File: src/rtl/tiny_pkg.sv
// tiny_pkg: shared widths, memory sizes and loader state encoding
package tiny_pkg;
    localparam int DATAPATH_W = 8;
    localparam int INST_W = 8;
    localparam int IMEM_SZ = 16;
    localparam int DMEM_SZ = 15;
    localparam int ADDR_W = 4;
    typedef enum logic [1:0] {IDLE, HDR, DATA, ERR} ld_state_t;
endpackage

File: src/rtl/pin_sync.sv
// pin_sync: two-flop synchronizer for asynchronous pins, cleared by reset
module pin_sync #(
    parameter int W = 1
) (
    input  logic         clk,
    input  logic         rst_n,
    input  logic [W-1:0] d,
    output logic [W-1:0] q
);
    logic [W-1:0] m;
    always_ff @(posedge clk) begin
        if (!rst_n) {q, m} <= '0;
        else {q, m} <= {m, d};
    end
endmodule

File: src/rtl/prog_loader.sv
// prog_loader: pin-level byte loader writing header-addressed bytes into imem/dmem
module prog_loader
    import tiny_pkg::*;
(
    input  logic                  clk,
    input  logic                  rst_n,
    input  logic                  ld_mode,
    input  logic                  ld_strobe,
    input  logic [DATAPATH_W-1:0] ld_data,
    output logic                  wr_en,
    output logic                  wr_sel,
    output logic [ADDR_W-1:0]     wr_addr,
    output logic [DATAPATH_W-1:0] wr_data,
    output logic                  cpu_hold,
    output logic                  cpu_restart,
    output logic                  ld_err,
    output logic [4:0]            ld_count
);
    ld_state_t state, state_d;
    logic mode_s, stb_s, stb_q, stb_edge, bad_hdr;
    logic [DATAPATH_W-1:0] data_s, wr_data_d;
    logic [ADDR_W-1:0] addr, addr_d, wr_addr_d;
    logic wr_en_d, wr_sel_d, hold_d, restart_d, err_d;
    logic [4:0] cnt_d;
    pin_sync #(.W(1)) u_mode (.clk(clk), .rst_n(rst_n), .d(ld_mode), .q(mode_s));
    pin_sync #(.W(1)) u_stb (.clk(clk), .rst_n(rst_n), .d(ld_strobe), .q(stb_s));
    pin_sync #(.W(DATAPATH_W)) u_data (.clk(clk), .rst_n(rst_n), .d(ld_data), .q(data_s));
    assign stb_edge = stb_s & ~stb_q;
    assign bad_hdr = |data_s[6:4];
    always_comb begin
        state_d = state;
        addr_d = addr;
        wr_en_d = 1'b0;
        wr_sel_d = wr_sel;
        wr_addr_d = wr_addr;
        wr_data_d = wr_data;
        restart_d = 1'b0;
        err_d = ld_err;
        cnt_d = ld_count;
        if (state == IDLE) begin
            if (mode_s) begin
                state_d = HDR;
                err_d = 1'b0;
                cnt_d = '0;
            end
        end else if (!mode_s) begin
            state_d = IDLE;
            restart_d = state == DATA;
        end else if (stb_edge && state == HDR) begin
            wr_sel_d = data_s[7];
            addr_d = data_s[ADDR_W-1:0];
            state_d = bad_hdr ? ERR : DATA;
            err_d = bad_hdr;
        end else if (stb_edge && state == DATA) begin
            // dmem has no entry 15: drop the byte but still wrap the address
            addr_d = addr + 1'b1;
            if (wr_sel && addr == ADDR_W'(DMEM_SZ)) begin
                err_d = 1'b1;
            end else begin
                wr_en_d = 1'b1;
                wr_addr_d = addr;
                wr_data_d = data_s;
                cnt_d = ld_count + 5'(ld_count != 5'd31);
            end
        end
        hold_d = state_d != IDLE || restart_d;
    end
    always_ff @(posedge clk) begin
        if (!rst_n) begin
            state <= IDLE;
            stb_q <= 1'b0;
            addr <= '0;
            wr_en <= 1'b0;
            wr_sel <= 1'b0;
            wr_addr <= '0;
            wr_data <= '0;
            cpu_hold <= 1'b0;
            cpu_restart <= 1'b0;
            ld_err <= 1'b0;
            ld_count <= '0;
        end else begin
            state <= state_d;
            stb_q <= stb_s;
            addr <= addr_d;
            wr_en <= wr_en_d;
            wr_sel <= wr_sel_d;
            wr_addr <= wr_addr_d;
            wr_data <= wr_data_d;
            cpu_hold <= hold_d;
            cpu_restart <= restart_d;
            ld_err <= err_d;
            ld_count <= cnt_d;
        end
    end
endmodule

File: config.mk
export PLATFORM = sky130hd
export DESIGN_NAME = prog_loader
export DESIGN_NICKNAME = d
export VERILOG_FILES = /design/src/rtl/tiny_pkg.sv /design/src/rtl/pin_sync.sv /design/src/rtl/prog_loader.sv
export SDC_FILE = /design/constraint.sdc
export NUM_CORES = 1
export LEC_CHECK = 0
export CAP_MARGIN = 5
export CORE_MARGIN = 5
export CORE_UTILIZATION = 45
export DETAILED_ROUTE_END_ITERATION = 8
export PLACE_DENSITY = 0.7
export RECOVER_POWER = 100
export SLEW_MARGIN = 0
export SYNTH_ARGS = -nofsm -noshare
export SYNTH_HDL_FRONTEND = slang
export SYNTH_SLANG_ARGS = --single-unit
File: constraint.sdc
create_clock -name clk -period 1.6 [get_ports clk]
set_input_delay 0.32 -clock clk [delete_from_list [all_inputs] [get_ports clk]]
set_output_delay 0.32 -clock clk [all_outputs]
set_load 0.01 [all_outputs]
# [After elaboration in Yosys (flattened, before gate mapping)]
# Cells that the tools add are included.
[classes] div=0 n_shift=0 reduce_logical=17 magnitude_cmp=0 addsub=2 n_bitwise=8 muxes=22 multipliers=0 n_eq_ne=6
[op_table] operator="5-bit two-way mux" n=6
[op_table] operator="1-bit two-way mux" n=10
[op_table] operator="3-bit AND reduction" n=3
[op_table] operator="2-bit two-way mux" n=4
[op_table] operator="4-bit two-way mux" n=2
[op_table] operator="1-bit inverter" n=7
[op_table] operator="2-bit nonzero test" n=3
[op_table] operator="3-bit nonzero test" n=2
[op_table] operator="5-bit by 1-bit adder with 5-bit output" n=1
[op_table] operator="5-bit inequality test, second input constant" n=1
[op_table] operator="5-bit AND reduction" n=1
[op_table] operator="5-bit OR reduction" n=1
[op_table] operator="4-bit by 1-bit adder with 4-bit output, second input constant" n=1
[op_table] operator="4-bit equality test, second input constant" n=1
[op_table] operator="2-bit inequality test, second input constant" n=2
[op_table] operator="4-bit AND reduction" n=1
[op_table] operator="1-bit logical AND" n=3
[op_table] operator="3-bit OR reduction" n=1
[op_table] operator="2-bit by 1-bit equality test with 1-bit output, second input constant" n=1
[op_table] operator="2-bit equality test, second input constant" n=1
[op_table] operator="2-bit logical NOT" n=1
[op_table] operator="1-bit AND" n=1
[op_table] operator="1-bit logical OR" n=1
[word_totals] mem_bits_ro=0 mem_bits_rw=0 reg_bits=49 word_cells=72 inputBits=12 latchBits=0 memories=0

# [Logic depth before layout (Yosys ltp)]
[depth] depth_word=8 ltp_mapped=7 depth_no_buf=7

# [By module]
# Synthesis repeated with hierarchy kept, for this count alone.
[unflattened] hier_cells=190 hier_area_um2=1815.5
[by_module_without_submodules] mod="prog_loader" n_inst=1 area_each_um2=1263.7 cells_per_inst=149 seq_area_each_um2=580.6
[by_module_without_submodules] mod="pin_sync at u_data" n_inst=1 area_each_um2=446.7 cells_per_inst=33 seq_area_each_um2=320.3
[by_module_without_submodules] mod="pin_sync at u_mode ..." n_inst=2 area_each_um2=52.6 cells_per_inst=4 seq_area_each_um2=40.0

# [Worst setup path before layout]
# Ideal clock, no wire load.
[synth_timing] path_type="register to register" from="reg addr[0]" to="reg wr_addr[0]" path_buffers=2 path_stages_with_launch=8 synth_period_minus_slack_ns=1.443 arrival_time_ns=1.327 required_ns=1.484 path_slack_ns=0.157 cell_sequence="dfxtp_1 > ha_1 > nand4_1 > nor3b_2 > buf_6 > buf_12 > mux2i_1 > nor2b_1"
[synth_via] elab_chain_len=4
[synth_rtl] item="start, declared" line="prog_loader.sv:22" source="logic [ADDR_W-1:0] addr, addr_d, wr_addr_d;"
[synth_rtl] item="start signal, assigned" line="prog_loader.sv:84" source="addr <= addr_d;"
[synth_rtl] item="4-bit equality test" line="prog_loader.sv:57" source="if (wr_sel && addr == ADDR_W'(DMEM_SZ)) begin"
[synth_rtl] item="1-bit logical AND" line="prog_loader.sv:57"
[synth_rtl] item="1-bit inverter (no line)"
[synth_rtl] item="5-bit AND reduction (no line)"
[synth_rtl] item="end signal, assigned" line="prog_loader.sv:87" source="wr_addr <= wr_addr_d;"
[synth_rtl] item="end, declared" line="prog_loader.sv:12" source="output logic [ADDR_W-1:0] wr_addr,"
# Several ways; a longest one is shown, not always the timed one.
# A chain may end at the register's enable or synchronous reset.

# [Final worst setup path]
[layout_timing] from="reg ld_count[3]" to="out ld_count[3]"
[layout_lines] item="start, declared" line="prog_loader.sv:17" source="output logic [4:0] ld_count"
[layout_lines] item="start signal, assigned" line="prog_loader.sv:92" source="ld_count <= cnt_d;"
# No word-level cell between the ends.

==> run_results.csv <==
group,metric,value,unit
critical_path,cp_num_buf_inv,1,
power_and_ir_drop,ir_worst_vdd,0.6584,mV
floorplanning,die-area,0.005537,mm^2
floorplanning,die_h,74.41,um
drt,totalWireLength,3.404,mm
placed_design,place.detailed.hpwl,2.429,mm
grt,antenna_found_initial,0,
sta,maxSlewHeadroom,77.12,%
clock_tree,cts_buffers,5,
floorplanning,die_w,74.41,um
drt,num_vias,1363,
drt,ant_nets,0,
grt,grt.overflow.total,0,
job,drv_cap,0,
placed_design,gp_congestion,0.8413,
yosys,synth_warnings,0,
drt,route.detailed.drc,0,
critical_path,critical-path-slowest-cell,"clkdlybuf4s50_1",
yosys,ys.flop_type,"dfxtp_1",
cells_and_area,drive_gt1_share,12.27,%
yosys,yosys.area.top_type,"dfxtp_1",
placed_design,dpl_worst_slack,0.07735,ns
critical_path,arrival,1.22,ns
critical_path,start_kind,"register",
floorplanning,io_pins,34,
worst_hold_path,hp-class,"reg -> reg",
sta,finalCriticalPeriod,1.544,ns
run_status,status,"completed",
drt,firstDrtPassIters,4,
floorplanning,coreArea,0.004000,mm^2
clock_tree,ctsLongestPathBuffers,2,
grt,grt_max_degree,53,
yosys,synth_cell_types,38,
sta,setup_ws,0.05552,ns
clock_tree,htreeDepth,2,
critical_path,path_cells,"clkdlybuf4s50_1",
grt,grt_pass1_vias,1303,
cells_and_area,postLayoutCoreUtil,58.93,%
drt,first_iter_violations,68,
yosys,syn_area,0.001867,mm^2
sta,drv_slew,0,
yosys,ys_ff_latch,49,
clock_tree,insertion_delay,0.30,ns
drt,vias_per_cell,5.048,
sta,tightest_slew,0.3428,ns
sta,fin_crit_sh,96.53,%
floorplanning,start_util,46.67,%
critical_path,endpoint_kind,"output pin",
critical_path,cpPeakStageDelay,0.55,ns
sta,setup-tns-final,0,ns
yosys,synthTopCellsByArea,"dfxtp_1 (53%), and2_1 (7.4%), mux2i_1 (6.4%)",
clock_tree,cts_tree,"yes",
critical_path,path_class,"reg -> out",
critical_path,cp_data_required_time,1.28,ns
drt,detail_route.wl_per_cell,12.61,um
yosys,synthArstFlopShare,0,%
cells_and_area,layout.nets,234,
yosys,ys_seq_area_share,52.55,%
sta,fmax,647.5,MHz
yosys,synth_edf_count,0,
clock_tree,clk_pin_slew_worst_paths,0.08,ns
yosys,syn_nets,196,
critical_path,crit_path_max_fanout,6,
floorplanning,num_rows,23,
grt,grt_first_pass_wirelength,5.692,mm
yosys,synth_top_area_share,52.55,%
clock_tree,clockRootBuffer,"clkbuf_8",
yosys,postSynthCellCount,181,
sta,finalSetupViolCount,0,
critical_path,rrSetupSlack,0.09,ns
cells_and_area,antenna_cells,0,
grt,grt.total_usage,13.28,%
clock_tree,numClockSinks,49,
sta,fin_skew,0.004154,ns
placed_design,dpl.cell_count,261,
cells_and_area,area_growth,26.27,%
cells_and_area,fin_cells,270,
yosys,avgSynthCellArea,10.31,um^2
placed_design,port_buffers,33,
power_and_ir_drop,power_density,860.4,mW/mm^2
critical_path,path_delay_family,"buffers and inverters",
power_and_ir_drop,leakage,0.8510,nW
sta,hold_viol,0,
[logic make-up after synthesis]
group / after synthesis / synth area share (%)
fa+ha+maj: 3 / 2.011
compound gates: 28 / 9.450
simple gates: 75 / 24.33
buf+inv: 13 / 4.625
mux: 13 / 7.038
flops: 49 / 52.55
[power breakdown]
| part | total [mW] | switching (mW) | internal, mW |
|---|---|---|---|
| Sequential | 1.26 | 0.0116 | 1.24 |
| Clock | 0.685 | 0.381 | 0.303 |
| Combinational | 0.0882 | 0.0324 | 0.0557 |
[flip-flops by register name, summed over array words and instances, names as in the netlist, 2 cells and up]
signal and flops:
ld_count 5, state 2, u_data.q 8, addr 4, wr_data 8, u_data.m 8, wr_addr 4
[layer usage]
| metal | wire (um) | track usage (%) | part of all wire, % | vias up |
|---|---|---|---|---|
| met3 | 195 | 4.459 | 5.7 | 6 |
| met1 | 1493 | 14.77 | 44 | 631 |
| met5 | 0 | 0 | 0 | - |
| li1 | - | - | - | 698 |
| met2 | 1661 | 23.22 | 49 | 28 |
| met4 | 53 | 5.336 | 1.6 | 0 |
[repair_timing]
item                       in CTS  in global routing
setup endpoints to repair       3                  7
hold buffers                    0                  0
cloned                          0                  1
pin swaps                       0                  1
resized for setup               3                  8
setup buffers                   0                  0
[cell type report]
cell class,count,area (um^2)
fillers,342,1643
flip-flops and latches,49,985.9
multi-input cells,119,808.3
repair buffers,42,410.4
clock buffers,6,72.57
well taps,50,62.56
clock inverters,2,10.01
inverters,2,7.507
[path summary, 6_finish.rpt]
| path | start | endpoint | depth (start not counted) |
|---|---|---|---|
| max | ld_count[3] | ld_count[3] | 1 |
| min | u_data.m[5] | u_data.q[5] | 1 |
| max reg2reg | addr[0] | wr_data[4] | 6 |
| min reg2reg | u_data.m[5] | u_data.q[5] | 1 |
[cells in the mapped netlist, types with 2 or more instances]
cell	count
dfxtp_1	49
ha_1	3
nor3_1	3
inv_1	2
buf_2	2
nand2b_1	2
a21boi_0	2
nand3_1	6
and2_1	22
nand2_1	12
o22ai_1	2
a21oi_1	10
buf_6	2
clkbuf_1	5
mux2i_1	12
o21ai_0	6
a22oi_1	2
nor3b_1	4
o221a_2	2
nor2b_1	13
nor2_1	3
[metrics by stage]
stage                     hold slack, ns  power (mW)  instance area [um^2]
after floorplan                   0.4119       1.330                  1867
after global placement            0.4139       1.371                  2253
after detailed placement          0.4233       1.375                  2253
after CTS                         0.4396       2.057                  2337
after global routing              0.4554       2.121                  2357
final                             0.4442       2.028                  2357
[layout by cell type (no fill, tap or decap), types with 2 or more instances in the layout]
| cell | Yosys | layout |
|---|---|---|
| a21boi_0 | 2 | 2 |
| a21oi_1 | 10 | 10 |
| a22oi_1 | 2 | 2 |
| and2_0 | 0 | 6 |
| and2_1 | 22 | 16 |
| buf_4 | 1 | 3 |
| buf_6 | 2 | 2 |
| clkbuf_1 | 5 | 2 |
| clkbuf_8 | 0 | 5 |
| clkdlybuf4s50_1 | 0 | 29 |
| clkinv_2 | 0 | 2 |
| dfxtp_1 | 49 | 45 |
| dfxtp_2 | 0 | 4 |
| dlygate4sd3_1 | 0 | 2 |
| ha_1 | 3 | 2 |
| inv_1 | 2 | 2 |
| mux2i_1 | 12 | 12 |
| nand2_1 | 12 | 12 |
| nand2b_1 | 2 | 2 |
| nand3_1 | 6 | 6 |
| nor2_1 | 3 | 3 |
| nor2b_1 | 13 | 13 |
| nor3_1 | 3 | 3 |
| nor3b_1 | 4 | 4 |
| o21ai_0 | 6 | 6 |
| o221a_2 | 2 | 2 |
| o22ai_1 | 2 | 2 |
No activity file was read; power rests on OpenSTA's default activity.
